--- config.mk ---
export PLATFORM = sky130hd
export DESIGN_NAME = reaction_round_controller
export DESIGN_NICKNAME = d
export VERILOG_FILES = /design/src/rtl/reaction_round_controller.sv
export SDC_FILE = /design/constraint.sdc
export NUM_CORES = 1
export LEC_CHECK = 0
export CELL_PAD_IN_SITES_DETAIL_PLACEMENT = 1
export CELL_PAD_IN_SITES_GLOBAL_PLACEMENT = 2
export CORE_UTILIZATION = 28
export DETAILED_ROUTE_END_ITERATION = 12
export GPL_TIMING_DRIVEN = 0
export MAX_ROUTING_LAYER = met4
export PLACE_DENSITY = 0.87
export SLEW_MARGIN = 20
export SYNTH_ARGS = -nofsm -noshare
export SYNTH_HDL_FRONTEND = slang
export SYNTH_SLANG_ARGS = --single-unit
--- constraint.sdc ---
create_clock -name Clock -period 4.99 [get_ports Clock]
set_input_delay 0.998 -clock Clock [delete_from_list [all_inputs] [get_ports Clock]]
set_output_delay 0.998 -clock Clock [all_outputs]
set_load 0.03 [all_outputs]
--- src/rtl/reaction_round_controller.sv ---
// Round sequencer for the reaction-time game: arms the random-delay counter,
// lights "go", times the player's reaction with the score counter, and keeps
// the last round result plus the best (lowest) score since reset.
module reaction_round_controller #(
    parameter int                 SCORE_W  = 11,
    parameter logic [SCORE_W-1:0] NO_SCORE = '1
) (
    input  logic               Clock,
    input  logic               Reset,
    input  logic               Start,
    input  logic               React,
    input  logic               DelayDone,
    input  logic [SCORE_W-1:0] ScoreCount,
    input  logic               ScoreDone,
    output logic               DelayEnable,
    output logic               ScoreEnable,
    output logic               GoLed,
    output logic [SCORE_W-1:0] Score,
    output logic [SCORE_W-1:0] Best,
    output logic               FalseStart,
    output logic               Timeout,
    output logic [2:0]         State
);

    typedef enum logic [2:0] {
        S_IDLE   = 3'd0,
        S_ARM    = 3'd1,
        S_GO     = 3'd2,
        S_RESULT = 3'd3,
        S_FALSE  = 3'd4
    } state_t;

    state_t state_q;
    state_t state_d;

    logic start_q;
    logic react_q;
    logic start_edge;
    logic react_edge;
    logic delay_en_d;
    logic score_en_d;
    logic go_led_d;

    // Button history resets high so a button held through reset gives no edge.
    assign start_edge = Start & ~start_q;
    assign react_edge = React & ~react_q;

    assign State = state_q;

    // State register, button history and registered counter/LED controls.
    always_ff @(posedge Clock) begin
        if (Reset) begin
            state_q     <= S_IDLE;
            start_q     <= 1'b1;
            react_q     <= 1'b1;
            DelayEnable <= 1'b0;
            ScoreEnable <= 1'b0;
            GoLed       <= 1'b0;
        end else begin
            state_q     <= state_d;
            start_q     <= Start;
            react_q     <= React;
            DelayEnable <= delay_en_d;
            ScoreEnable <= score_en_d;
            GoLed       <= go_led_d;
        end
    end

    // Next-state selection; an early press beats DelayDone, a press beats ScoreDone.
    always_comb begin
        state_d = state_q;
        case (state_q)
            S_IDLE: begin
                if (start_edge) state_d = S_ARM;
            end
            S_ARM: begin
                if (react_edge)     state_d = S_FALSE;
                else if (DelayDone) state_d = S_GO;
            end
            S_GO: begin
                if (react_edge || ScoreDone) state_d = S_RESULT;
            end
            S_RESULT, S_FALSE: begin
                if (start_edge) state_d = S_ARM;
            end
            default: state_d = S_IDLE;
        endcase
    end

    // Controls decoded from the next state so they track state entry and exit exactly.
    always_comb begin
        delay_en_d = (state_d == S_ARM);
        score_en_d = (state_d == S_GO);
        go_led_d   = (state_d == S_GO);
    end

    // Round result capture: score, best score and outcome flags.
    always_ff @(posedge Clock) begin
        if (Reset) begin
            Score      <= '0;
            Best       <= NO_SCORE;
            FalseStart <= 1'b0;
            Timeout    <= 1'b0;
        end else begin
            case (state_q)
                S_ARM: begin
                    if (react_edge) begin
                        FalseStart <= 1'b1;
                        Timeout    <= 1'b0;
                    end
                end
                S_GO: begin
                    if (react_edge) begin
                        Score      <= ScoreCount;
                        FalseStart <= 1'b0;
                        Timeout    <= 1'b0;
                        if (ScoreCount < Best) Best <= ScoreCount;
                    end else if (ScoreDone) begin
                        Score      <= NO_SCORE;
                        FalseStart <= 1'b0;
                        Timeout    <= 1'b1;
                    end
                end
                S_IDLE, S_RESULT, S_FALSE: begin
                    if (start_edge) begin
                        FalseStart <= 1'b0;
                        Timeout    <= 1'b0;
                    end
                end
                default: ;
            endcase
        end
    end

endmodule
Yosys cells after proc, flatten, opt, wreduce, memory -nomap -nowiden
Cells that the tools add are included.
{"block": "word_totals", "ff_bits": 31, "input_bits": 17, "output_inout_bits": 30, "elab_cells": 47}
{"block": "op_classes", "order_cmp": 1, "eq_ne": 9, "muxes": 16, "n_bitwise": 4, "reduce_logical": 8}
{"operator": "$mux W11", "count": 2}
{"operator": "$mux W3", "count": 4}
{"operator": "$lt A11 B11 Y1", "count": 1}
{"operator": "$eq A3 B2 Y1 const B", "count": 3}
{"operator": "$pmux W3 S3", "count": 1}
{"operator": "$mux W1", "count": 7}
{"operator": "$eq A3 B1 Y1 const B", "count": 2}
{"operator": "$pmux W1 S3", "count": 2}
{"operator": "$reduce_and A4 Y1", "count": 1}
{"operator": "$eq A3 B3 Y1 const B", "count": 1}
{"operator": "$logic_not A3 Y1", "count": 1}
{"operator": "$ne A3 B3 Y1 const B", "count": 1}
{"operator": "$reduce_and A3 Y1", "count": 1}
{"operator": "$reduce_bool A3 Y1", "count": 1}
{"operator": "$reduce_or A3 Y1", "count": 1}
{"operator": "$and A1 B1 Y1", "count": 2}
{"operator": "$ne A2 B1 Y1 const B", "count": 1}
{"operator": "$ne A2 B2 Y1 const B", "count": 1}
{"operator": "$not A1 Y1", "count": 2}
{"operator": "$reduce_and A2 Y1", "count": 1}
{"operator": "$reduce_bool A2 Y1", "count": 1}
{"operator": "$logic_or A1 B1 Y1", "count": 1}

Logic depth before layout (Yosys ltp)
Gate-level depths: netlist of run 1.
{"block": "logic_depth", "depth_word": 6, "mapped_depth": 8, "mapped_depth_nobuf": 7}

Worst setup path after synthesis of run 1
Ideal clock, no wire load.
{"block": "synth_path", "kind": "input port to flip-flop", "startpoint": "input ScoreCount[10]", "endpoint": "register Best[3]", "setup_time_ps": 120, "arrival_ps": 2250, "t_required_ps": 4870, "setup_slack_ps": 2620, "cell_stages": 7, "path_buffers": 1, "path_cell_list": "ha_1 nand4_1 o22ai_1 a2111oi_4 o311ai_2 buf_6 mux2i_1"}
{"block": "synth_via", "elab_chain_len": 2}
{"item": "start, declared", "line_no": "13", "rtl": "input logic [SCORE_W-1:0] ScoreCount,"}
{"item": "$lt A11 B11 Y1", "line_no": "117", "rtl": "if (ScoreCount < Best) Best <= ScoreCount;"}
{"item": "$reduce_and A3 Y1 (no source line)"}
{"item": "end signal, assigned", "line_no": "117"}
{"item": "end, declared", "line_no": "19", "rtl": "output logic [SCORE_W-1:0] Best,"}
Every way passes these cells.
A chain may end at the register's enable or synchronous reset.

Final worst setup path of run 1
{"block": "layout_path", "startpoint": "input ScoreCount[10]", "endpoint": "register Best[5]"}
The elaborated chain is that of the path after synthesis.

==> results of run 1 <==
-- placed cells by master (no fill, tap or decap), types with 2 or more instances in the layout --
cell,synthesis,final
o22ai_1,13,13
inv_1,10,10
buf_4,2,2
clkbuf_8,0,5
mux2i_1,11,11
nand2_1,6,6
o21ai_0,3,3
or2_2,2,2
buf_2,2,2
buf_6,2,2
clkdlybuf4s50_1,0,46
nand2b_1,3,3
nor3_1,2,2
nor2_1,39,39
a21oi_1,9,9
clkbuf_1,5,7
nor2b_1,6,6
nand4_1,2,2
dfxtp_1,31,31
ha_1,10,10
-- power groups by stage --
stage          clock [mW]  combinational [mW]  sequential (mW)
6_report            0.190              0.0700            0.255
2_1_floorplan           0              0.0286            0.269
3_3_place_gp            0              0.0697            0.261
4_1_cts             0.198              0.0709            0.255
5_1_grt             0.208              0.0772            0.256
3_5_place_dp            0              0.0703            0.261
-- layer usage --
metal,vias up,wire (um)
met5,-,0
met4,0,58
met3,6,241
met2,39,1890
met1,648,1830
li1,689,-
-- area by class of cell --
cell class                 count  area [um^2]
fill                         637         3010
multi-input combinational    119          779
sequential                    31          621
timing repair buffer          46          460
tap                           70         87.6
clock buffer                   7         76.3
buffer                        11         66.3
inverter                      10         37.5
clock inverter                 1         5.00
-- registers in the layout, indices dropped and copies added, names as in the netlist --
register and flops:
FalseStart 1, GoLed 1, Timeout 1, Score 11
Best 11, react_q 1, DelayEnable 1, State 3
start_q 1
-- kinds of logic (layout without fill, tap and decap cells) --
family          Yosys count  after routing  share of synthesized area
mux                      11             11                     0.0732
simple gates             64             64                      0.199
flops                    31             31                      0.413
buf+inv                  21             75                     0.0691
fa+ha+maj                10             10                     0.0832
compound gates           34             34                      0.163
-- worst max-delay path by stage --
| stage | to | depth (start not counted) | startpoint |
|---|---|---|---|
| floorplan | Best[3] | 7 | ScoreCount[10] |
| detailed placement | Best[5] | 8 | ScoreCount[10] |
| finish | Best[5] | 8 | ScoreCount[10] |
| CTS | Best[5] | 8 | ScoreCount[10] |
| global placement | Best[0] | 8 | ScoreCount[10] |
| global route | Best[5] | 8 | ScoreCount[10] |
-- critical path: cells and delay by family --
kind	cells	cell delay (ps)
buffers and inverters	2	700
AND/OR/NAND/NOR	1	200
AO/OA/AOI/OAI	3	450
multiplexers	1	210
adder cells (fa/ha/maj)	1	400
-- per-stage QoR --
stage	worst slack, ps	utilization	power, mW
final	2240	0.415	0.516
after detailed placement	1950	0.399	0.331
after floorplan	2620	-	0.298
after global placement	1990	0.399	0.330
after CTS	2230	0.415	0.524
after global routing	2110	0.415	0.541
==> run_results.csv, run 1 <==
group,metric,value,unit
outcome,status,"finished, final reports clean",
setup_path,crit-reg2reg-launch,"Best[10]",
cts,hold_buffers,0,
routing,dr.pass1.iters,4,
synth,synth_largest_area_cell,"dfxtp_1",
global_routing,grt_usage,0.164,
worst_hold_path,hold_depth,2,
synth,yosysMostFrequentCell,"nor2_1",
die,ios,47,
die,num_rows,26,
timing,setup_viol,0,
setup_path,worstSetupPathType,"input port to flop",
global_routing,grt_pass1_wl,6.57,mm
timing,clock_skew,8.84,ps
placement,dp_hpwl,2.95,mm
synth,synthTopCellsByCount,"nor2_1, dfxtp_1, o22ai_1, mux2i_1",
setup_path,worstPathArrival,2960,ps
cts,path_clk_slew,70,ps
synth,synth-seq-cells,31,
synth,async_flop_share,0,
power_and_ir_drop,ir_drop,151,uV
timing,fmax,364,MHz
routing,route.detailed.drc,0,
placement,place_area,2050,um^2
routing,routedWlPerCell,13.6,um
power_and_ir_drop,cellPowerDensity,242,nW/um^2
timing,slew_headroom,0.608,
die,dieArea,5670,um^2
power_and_ir_drop,power_frac_clock,0.369,
synth,synth_cell_types,31,
cts,clock_sinks,31,
routing,vias,1382,
cts,cts_resized,0,
cts,htreeDepth,2,
synth,ys.flop_type,"dfxtp_1",
power_and_ir_drop,sequentialPowerShare,0.495,
synth,synth_area_per_cell,8.79,um^2
timing,period_share,0.551,
die,die_h,75.3,um
synth,netlist.area_leader.share,0.413,
setup_path,crit_slowest_cell,"clkdlybuf4s50_1",
power_and_ir_drop,combPwrFrac,0.136,
routing,vias_per_cell,4.68,
synth,syn_nets,198,
cts,clk_path_buf_depth,2,
global_routing,grt_max_degree,11,
setup_path,worstSetupStartpointType,"input port",
setup_path,critPathRequiredTime,5200,ps
cts,cts_setup_buffers,0,
synth,syn_inst,171,
die,core_area,5140,um^2
setup_path,end_kind,"flop",
cells_and_area,drive_gt1_frac,0.0844,
cells_and_area,fin_nets,251,
power_and_ir_drop,switching_power,0.132,mW
setup_path,reg2reg_to,"Best[5]",
global_routing,grt_pass1_vias,1372,
timing,finalMaxSlewViolations,0,
setup_path,worstRegToRegCells,8,
routing,drt-total-wl,4.02,mm
worst_hold_path,hold_start,"Timeout",
global_routing,use_met3,0.0503,
synth,synthTopCellsByArea,"dfxtp_1, nor2_1, ha_1",
worst_hold_path,whs_endpoint,"Timeout",
global_routing,grt_use_met1,0.194,
timing,finalHoldViolCount,0,
setup_path,max_stage_delay,460,ps
worst_hold_path,hold_path.class,"flop to flop",
timing,grt_setup_unrepaired,"false",
cells_and_area,final_area,2130,um^2
timing,tightest_slew,588,ps
setup_path,cp_max_fo,10,
die,start_util,0.293,
global_routing,grt_overflow,0,
cts,root_buffer,"clkbuf_8",
placement,gp_congestion,0.768,
power_and_ir_drop,sw_frac_of_total,0.257,
cells_and_area,fin_cells,295,
synth,synth_warnings,0,
cells_and_area,area_growth,41.8,%
power_and_ir_drop,leakage,0.973,nW
timing,fin_setup_tns,0,ps
job,drv_cap,0,
global_routing,grt-busiest-layer,"met2",
setup_path,rrSetupSlack,3050,ps
cells_and_area,antennaDiodeCount,0,
synth,synth_seq_area_share,0.413,
routing,drt_iter0_drc,22,
global_routing,grt_antenna_before_repair,0,
setup_path,cp_cell_sequence,"clkdlybuf4s50_1 > ha_1 > nand4_1 > o22ai_1 > a2111oi_4 > o311ai_2 > buf_6 > mux2i_1",
synth,synth_area,1500,um^2
timing,fin_crit,2750,ps
cts,numCtsBuffers,5,
placement,io_buffers,46,
cts,clock_latency,280,ps
cts,cts_tree,"built",
die,die_w,75.3,um
global_routing,grt_util_met2,0.265,
power_and_ir_drop,internal-power,0.383,mW
placement,dp_cells,287,
timing,holdWs,492,ps
routing,drtAntennaViolNets,0,
synth,synth_edf_count,0,
(Power assumes the default switching activity.)
==> run 2: changes to the inputs <==
Settings changed: CORE_UTILIZATION 28 to 24, PLACE_DENSITY 0.87 to 0.79.
Clock period 4.99 ns to 2.4 ns, I/O delays scaled along.
==> run_results.csv, run 2 (synthesis results as in run 1) <==
group,metric,value,unit
outcome,status,"finished, final reports clean",
timing,period_share,0.914,
die,dieArea,6590,um^2
global_routing,grt_pass1_wl,6.60,mm
power_and_ir_drop,power_frac_clock,0.371,
setup_path,max_stage_delay,460,ps
cts,cts_setup_buffers,0,
die,die_w,81.2,um
cells_and_area,area_growth,42.3,%
placement,place_area,2060,um^2
cts,cts_resized,0,
routing,route.detailed.drc,0,
setup_path,end_kind,"flop",
die,ios,47,
cells_and_area,multi_input_area,779,um^2
cts,clock_latency,280,ps
cells_and_area,fin_nets,251,
routing,vias,1360,
setup_path,crit_slowest_cell,"clkdlybuf4s50_1",
die,start_util,0.251,
job,drv_cap,0,
timing,grt_setup_unrepaired,"false",
cts,clock_sinks,31,
power_and_ir_drop,finalPower,1.08,mW
cells_and_area,final_common_cell,"clkdlybuf4s50_1",
die,die_h,81.2,um
setup_path,critPathRequiredTime,2570,ps
routing,vias_per_cell,4.53,
cells_and_area,antennaDiodeCount,0,
placement,gp_congestion,0.769,
die,core_area,5990,um^2
cells_and_area,drive_gt1_frac,0.0844,
timing,setup_viol,0,
routing,routedWlPerCell,13.5,um
setup_path,path_delay_family,"buffers and inverters",
placement,io_buffers,46,
global_routing,grt_usage,0.140,
setup_path,cp_max_fo,10,
timing,slew_headroom,0.629,
power_and_ir_drop,sequentialPowerShare,0.494,
cts,cts_tree,"built",
cells_and_area,final_area,2140,um^2
power_and_ir_drop,combPwrFrac,0.136,
cts,numCtsBuffers,5,
cells_and_area,layout_common_cells,"clkdlybuf4s50_1, nor2_1, dfxtp_1",
global_routing,grt_pass1_vias,1310,
cts,path_clk_slew,60,ps
power_and_ir_drop,sw_frac_of_total,0.259,
die,num_rows,28,
timing,finalMaxSlewViolations,0,
routing,drt_iter0_drc,49,
global_routing,grt_overflow,0,
setup_path,worstSetupPathType,"input port to flop",
setup_path,timing.critical_path.buf_inv,2,
power_and_ir_drop,internal-power,0.797,mW
timing,finalHoldViolCount,0,
cells_and_area,final_util,0.357,
power_and_ir_drop,cellPowerDensity,503,nW/um^2
power_and_ir_drop,ir_drop,232,uV
cells_and_area,ff_latch_area,621,um^2
routing,drtAntennaViolNets,0,
cells_and_area,n_fill_cell,719,
routing,dr.pass1.iters,4,
setup_path,cp_cell_sequence,"clkdlybuf4s50_1 > ha_1 > nand4_1 > o22ai_1 > a2111oi_4 > o311ai_2 > buf_6 > mux2i_1",
timing,fmax,456,MHz
power_and_ir_drop,leakage,0.973,nW
cts,hold_buffers,0,
worst_hold_path,hold_path.class,"flop to flop",
routing,drt-total-wl,4.04,mm
setup_path,worstSetupStartpointType,"input port",
cts,clk_path_buf_depth,2,
global_routing,grt_antenna_before_repair,0,
timing,clock_skew,5.30,ps
placement,dp_hpwl,2.97,mm
cts,root_buffer,"clkbuf_8",
timing,tightest_slew,557,ps
timing,fin_crit,2190,ps
power_and_ir_drop,switching_power,0.278,mW
setup_path,worstPathArrival,2360,ps
global_routing,grt_max_degree,11,
cts,htreeDepth,2,
==> run 2: final cells by class <==
cell class	instances	area share
clock inverters	1	0.00234
repair buffers	46	0.215
flip-flops and latches	31	0.290
multi-input cells	119	0.364
inverters	10	0.0175
clock buffers	7	0.0357
well taps	75	0.0439
plain buffers	11	0.0310
==> run 2: metrics by stage <==
step	instances	setup TNS [ps]	setup slack, ps	hold WS [ps]
final	300	0	206	507
after global routing	300	0	47.8	530
after CTS	300	0	194	508
after detailed placement	292	-1020	-107	497
after global placement	292	-1040	-106	488
after floorplan	171	0	455	587
==> run 2: path summary, 6_finish.rpt <==
path / start / endpoint / slack, ps / depth (start not counted)
max: ScoreCount[10] / Best[2] / 210 / 8
min reg2reg: Timeout / Timeout / 510 / 2
max reg2reg: Best[10] / Best[2] / 480 / 6
min: Timeout / Timeout / 510 / 2
==> run 2: tightest hold or removal path, cell delays in order (launching register included) <==
cell,delay [ps]
dfxtp_1,310
nand2b_1,70
o32ai_1,70
==> run 2: power groups by stage <==
| stage | sequential (mW) | combinational (mW) | clock (mW) |
|---|---|---|---|
| global placement | 0.542 | 0.146 | 0 |
| CTS | 0.531 | 0.147 | 0.416 |
| detailed placement | 0.543 | 0.146 | 0 |
| floorplan | 0.560 | 0.0595 | 0 |
| global route | 0.532 | 0.159 | 0.437 |
| finish | 0.531 | 0.146 | 0.399 |
==> run 2: metal layers <==
layer | vias to the layer above | GRT usage | routed length (um)
met4 | 0 | 0.0589 | 73
met3 | 5 | 0.0371 | 181
met1 | 633 | 0.181 | 2090
li1 | 688 | - | -
met5 | - | - | 0
met2 | 34 | 0.203 | 1690
==> run 3: changes to the inputs <==
Settings changed: GPL_ROUTABILITY_DRIVEN from default to 1.
==> results of run 3 <==
Final layout, timing and power as in run 2 (identical DEF).
